`config.mk`:
```
export PLATFORM = sky130hd
export DESIGN_NAME = multi_pump_ctrl
export DESIGN_NICKNAME = d
export VERILOG_FILES = /design/src/rtl/tank_pkg.sv /design/src/rtl/sensor_debounce.sv /design/src/rtl/multi_pump_ctrl.sv
export SDC_FILE = /design/constraint.sdc
export NUM_CORES = 1
export LEC_CHECK = 0
export ABC_AREA = 1
export BUFFER_PORTS_ARGS = -buffer_cell sky130_fd_sc_hd__buf_4
export CAP_MARGIN = 40
export CORE_MARGIN = 10
export CORE_UTILIZATION = 54
export CTS_CLUSTER_DIAMETER = 40
export CTS_CLUSTER_SIZE = 12
export DETAILED_ROUTE_END_ITERATION = 10
export HOLD_SLACK_MARGIN = 0.15
export PLACE_DENSITY = 0.85
export SYNTH_ARGS = -nofsm -noshare
export SYNTH_HDL_FRONTEND = slang
export SYNTH_SLANG_ARGS = --single-unit
```
`constraint.sdc`:
```
create_clock -name clk -period 1.6 [get_ports clk]
set_input_delay 0 -clock clk [delete_from_list [all_inputs] [get_ports clk]]
set_output_delay 0 -clock clk [all_outputs]
set_load 0.01 [all_outputs]
```
`src/rtl/tank_pkg.sv`:
```
// Shared tank-state encoding and sensor-to-state mapping for the pump controller.
package tank_pkg;

   typedef enum logic [1:0] {
      EMPTY = 2'b00,
      HALF  = 2'b01,
      FAULT = 2'b10,
      FULL  = 2'b11
   } tank_state;

   localparam int RUN_W = 8;
   localparam int DEB_W = 4;

   // lo = lower sensor wet, hi = upper sensor wet; upper-only is physically impossible
   function automatic tank_state level_to_state(input logic lo, input logic hi);
      tank_state st;
      case ({lo, hi})
         2'b11:   st = FULL;
         2'b10:   st = HALF;
         2'b00:   st = EMPTY;
         default: st = FAULT;
      endcase
      return st;
   endfunction

endpackage

```
`src/rtl/sensor_debounce.sv`:
```
// Level-sensor debounce: output follows raw after DEB consecutive differing samples.
module sensor_debounce
   import tank_pkg::*;
#(
   parameter int DEB = 2
) (
   input  logic clk,
   input  logic reset,
   input  logic raw_i,
   output logic filt_o
);

   logic             filt_q, filt_d;
   logic [DEB_W-1:0] cnt_q, cnt_d;

   always_comb begin
      filt_d = filt_q;
      cnt_d  = '0;
      if (raw_i != filt_q) begin
         if (cnt_q == DEB_W'(DEB - 1)) begin
            filt_d = raw_i;
         end else begin
            cnt_d = cnt_q + 1'b1;
         end
      end
   end

   always_ff @(posedge clk) begin
      if (!reset) begin
         filt_q <= 1'b1;
         cnt_q  <= '0;
      end else begin
         filt_q <= filt_d;
         cnt_q  <= cnt_d;
      end
   end

   assign filt_o = filt_q;

endmodule

```
`src/rtl/multi_pump_ctrl.sv`:
```
// Multi-pump sump controller: debounced level sensors pick a tank state, pumps
// follow it with round-robin lead rotation and per-pump minimum run time.
//
//   state | meaning
//   FULL  | both sensors wet, all pumps released
//   HALF  | lower wet only, lead pump runs
//   EMPTY | both dry, every enabled pump runs
//   FAULT | upper wet with lower dry, all pumps forced off
module multi_pump_ctrl
   import tank_pkg::*;
#(
   parameter  int NPUMP   = 4,
   parameter  int MIN_RUN = 8,
   parameter  int DEB     = 2,
   localparam int LW      = (NPUMP > 2) ? $clog2(NPUMP) : 1
) (
   input  logic             clk,
   input  logic             reset,
   input  logic             I,
   input  logic             S,
   input  logic [NPUMP-1:0] pump_en,
   output logic [NPUMP-1:0] pump,
   output logic [1:0]       state,
   output logic             fault,
   output logic [LW-1:0]    lead
);

   logic          i_filt, s_filt, any_en;
   tank_state     state_q, state_d, prev_q;
   logic          fault_q, fault_d;
   logic [LW-1:0] lead_q, lead_d;

   sensor_debounce #(.DEB(DEB)) u_deb_i (.clk(clk), .reset(reset), .raw_i(I), .filt_o(i_filt));
   sensor_debounce #(.DEB(DEB)) u_deb_s (.clk(clk), .reset(reset), .raw_i(S), .filt_o(s_filt));

   // Closest enabled index strictly after cur (wrapping); cur itself only as last resort.
   function automatic logic [LW-1:0] next_lead(input logic [LW-1:0] cur,
                                               input logic [NPUMP-1:0] en);
      logic [LW-1:0] r;
      logic [LW-1:0] sel;
      int            idx;
      r = cur;
      for (int i = NPUMP; i >= 1; i--) begin
         idx = (int'(cur) + i) % NPUMP;
         sel = LW'(idx);
         if (en[sel]) r = sel;
      end
      return r;
   endfunction

   always_comb begin
      any_en  = |pump_en;
      state_d = level_to_state(i_filt, s_filt);
      fault_d = (state_d == FAULT) || !any_en;
      lead_d  = lead_q;
      // prev_q lags state_q by one edge, so lead moves on the edge after HALF is entered
      if (any_en && state_q == HALF && (prev_q != HALF || !pump_en[lead_q])) begin
         lead_d = next_lead(lead_q, pump_en);
      end
   end

   always_ff @(posedge clk) begin
      if (!reset) begin
         state_q <= FULL;
         prev_q  <= FULL;
         fault_q <= 1'b0;
         lead_q  <= LW'(NPUMP - 1);
      end else begin
         state_q <= state_d;
         prev_q  <= state_q;
         fault_q <= fault_d;
         lead_q  <= lead_d;
      end
   end

   for (genvar k = 0; k < NPUMP; k++) begin : g_pump
      logic             on_q, on_d, req, kill;
      logic [RUN_W-1:0] run_q, run_d;

      always_comb begin
         req = 1'b0;
         case (state_q)
            EMPTY:   req = 1'b1;
            HALF:    req = (lead_d == LW'(k));
            default: req = 1'b0;
         endcase
         kill  = (state_q == FAULT) || !pump_en[k];
         on_d  = 1'b0;
         run_d = '0;
         if (!kill) begin
            on_d  = req || (on_q && run_q != '0);
            run_d = run_q;
            if (on_d && !on_q) begin
               run_d = RUN_W'(MIN_RUN - 1);
            end else if (on_q && run_q != '0) begin
               run_d = run_q - 1'b1;
            end
         end
      end

      always_ff @(posedge clk) begin
         if (!reset) begin
            on_q  <= 1'b0;
            run_q <= '0;
         end else begin
            on_q  <= on_d;
            run_q <= run_d;
         end
      end

      assign pump[k] = on_q;
   end

   assign state = state_q;
   assign fault = fault_q;
   assign lead  = lead_q;

endmodule

```
==> out/metrics.cfg <==
[power_and_ir_drop]
p_comb_share_pct=18.7
powerDensity_mw_per_mm2=708
switching_share_pct=30.0
peakVddDrop_v=0.000509
seqPwrFrac_pct=52.2
internal-power_uw=1860
power_leakage_uw=0.00169
p_switching_uw=799
clkPwrFrac_pct=29.1

[timing]
setup_viol=37
fin_crit_sh_pct=116
rsz0062_at_grt=yes
setup_slack_ns=-0.253
slew_viol_final=0
worst_pin_slew_ns=0.618
clock_skew_ns=0.0127
max_freq_ghz=0.540
hold_viol=0
hold_ws_ns=0.195
slew_headroom_pct=58.5
period_needed_ns=1.85

[placement]
hpwlAfterDp_mm=4.15
port_buffers=16
dp_cells=477
place_ws_ns=-0.116
routabilityCongestion=0.870

[routing]
via_per_inst=5.20
top_layer=met4
wl_met2_mm=3.92
postRouteAntennaNets=0
dr_total_vias=2602
routed_wl_mm=7.40
m1WireLength_mm=2.84
firstDrtPassIters=4
wl_per_cell_um=14.8
drc=0
wl_met3_um=352
drt_iter0_drc=129

[critical_path]
crit_fanout=6
worstPathArrival_ns=2.07
critPathLaunchType=flop
path_class=flop to flop
cpLargestDelayFamily=simple AND/OR/NAND/NOR gates
slowest_stage=dfxtp_4
required_ns=1.81
critPathMaxStageDelay_ns=0.39
ff2ff_path_depth=14
r2r-start=lead[0]
crit_top_cell=nand2_4
worst_setup_path_end_kind=flop
reg2reg_to=g_pump[2].run_q[5]
crit_cells=14
r2r_slack_ns=-0.25
path_cells=buf_12 > nand2_1 > o21ai_4 > nand2_1 > nand2_2 > nand2_2 > nand2_4 > nand2_4 > nand2_4 > nand2_8 > o21bai_4 > nand2_4 > nand2_4 > nor2_1
worst-path-buf-inv=1

[cts]
cts_root_buffer=clkbuf_8
cts_sinks=53
clockBufferDepth=2
clock_latency_ns=0.32
cts_tree=built
cts_htree_levels=2
cts_inserted_buffers=5
clk_pin_slew_ns=0.10

[layout]
drive_above_1_share_pct=37.4
nets=446
synthToLayoutAreaGrowth_pct=34.9
n_antenna_cell=0
finalNonFillerCells=500

[floorplanning]
rows=26
top_level_ports=17
fp.dieW_um=91.8
die_y_um=91.8
initial_utilization_pct=55.3
coreArea_mm2=0.00504
dieArea_mm2=0.00843

[synth]
synth_area_leader_cell=dfxtp_1
synth_cells=374
synth_commonest_cells=62 x inv_1, 60 x nand2_1, 53 x dfxtp_1
syn_area_mm2=0.00279
seq_area_frac_synth_pct=38.1
ys_ff_latch=53
synth-async-reset-ratio_pct=0
yosysWarnings=0
synth-edff-count=0
yosysMostFrequentCell=inv_1
syn_nets=391
syn_area_per_cell_um2=7.45
synth.area.top_cells=dfxtp_1 38%, xor2_1 8.5%, inv_1 8.4%
yosysUniqueCellTypes=28
synth_top_area_share_pct=38.1
ys.flop_type=dfxtp_1

[global_route]
track_usage_pct=14.6
grt_pass1_wl_mm=10.5
grt_antenna_before_repair=0
first_global_vias=2576
overflow=0
grt_max_degree=17

[min_path]
holdCritPathClass=input port to flop
worstHoldStart=pump_en[2]
hold_end=g_pump[2].on_q
holdPathStages=5

[run_status]
violations=negative setup slack
status=complete, but fails checks

[job]
drv_cap=0

[worst max path at each step]
stage	startpoint	end	slack, ns
after CTS	g_pump[3].run_q[0]	g_pump[3].run_q[6]	-0.06
after global placement	lead[0]	g_pump[0].run_q[5]	-0.05
after detailed placement	lead[0]	g_pump[0].run_q[4]	-0.12
after global routing	lead[0]	g_pump[2].run_q[5]	-0.31
final	lead[0]	g_pump[2].run_q[5]	-0.25
after floorplan	g_pump[1].run_q[0]	g_pump[1].run_q[6]	0.02
[timing repair]
item | in CTS | in global routing
pin swaps | 4 | 19
cloned | 0 | 1
gates resized for setup | 25 | 83
hold buffers | 6 | 0
endpoints found under the setup margin | 35 | 36
buffers inserted | 3 | 5
hold endpoints to repair | 17 | 0
[cells in the final DEF, fill, tap and decap left out, types with 4 or more instances in the layout]
master         count
xnor2_1            7
o21ai_1            6
nand2_1           35
ha_1               8
or2_2              4
nor4_1             4
nand2_4           19
nor2_2            13
inv_1             55
nand3_1           18
nor3_1             6
nor2_1            38
dfxtp_1           49
a21oi_2           11
clkbuf_8           5
dlygate4sd3_1      6
a21oi_1            5
xor2_1            26
inv_2              8
nand2_2           22
buf_4             45
[logic make-up (layout without fill, tap and decap cells)]
family                   after synthesis  in the layout  share of synthesized area, %
adder cells (fa/ha/maj)                9              9                          4.04
flip-flops                            53             53                          38.1
AO/OA/AOI/OAI                         30             30                          6.60
XOR/XNOR                              34             34                          10.7
AND/OR/NAND/NOR                      176            176                          29.9
buffers and inverters                 72            128                          10.7
[state kept, by name (all words and copies together), names as in the netlist]
signal,count
u_deb_s.filt_o,1
u_deb_i.cnt_q,4
u_deb_i.filt_o,1
fault,1
g_pump.on_q,4
u_deb_s.cnt_q,4
prev_q,2
lead,2
state,2
g_pump.run_q,32
[power by group through the flow]
| stage | registers, µW | clock network [µW] | logic (µW) |
|---|---|---|---|
| final | 1390 | 775 | 498 |
| after global routing | 1390 | 827 | 536 |
| after CTS | 1380 | 782 | 359 |
| after detailed placement | 1410 | 0 | 317 |
| after global placement | 1410 | 0 | 304 |
| after floorplan | 1410 | 0 | 212 |
[layer usage]
metal	vias to the layer above	track usage, %
met5	-	0
met4	0	5.53
met3	23	3.67
met2	85	27.3
met1	1239	15.3
li1	1255	-
[worst register-to-register path: stages (launching register included)]
cell and delay, ns:
dfxtp_4 0.39, buf_12 0.14, nand2_1 0.10, o21ai_4 0.10
nand2_1 0.11, nand2_2 0.08, nand2_2 0.07, nand2_4 0.09
nand2_4 0.06, nand2_4 0.10, nand2_8 0.08, o21bai_4 0.18
nand2_4 0.10, nand2_4 0.11, nor2_1 0.05
[through the flow]
stage	utilization [%]	instance area [µm²]	setup TNS, ns	total power, µW
2_1_floorplan	-	2790	0	1620
3_3_place_gp	62.1	3130	-0.537	1710
3_5_place_dp	62.1	3130	-2.02	1730
4_1_cts	67.4	3400	-0.866	2520
5_1_grt	74.5	3760	-9.36	2750
6_report	74.5	3760	-6.89	2660
[area by class of cell]
cell class	count	area, µm²
clock inverters	2	13.8
flip-flops and latches	53	1070
inverters	66	265
fillers	330	1280
repair buffers	54	454
clock buffers	6	72.6
well taps	70	87.6
multi-input cells	249	1800
Power figures use the tool's default switching activity.
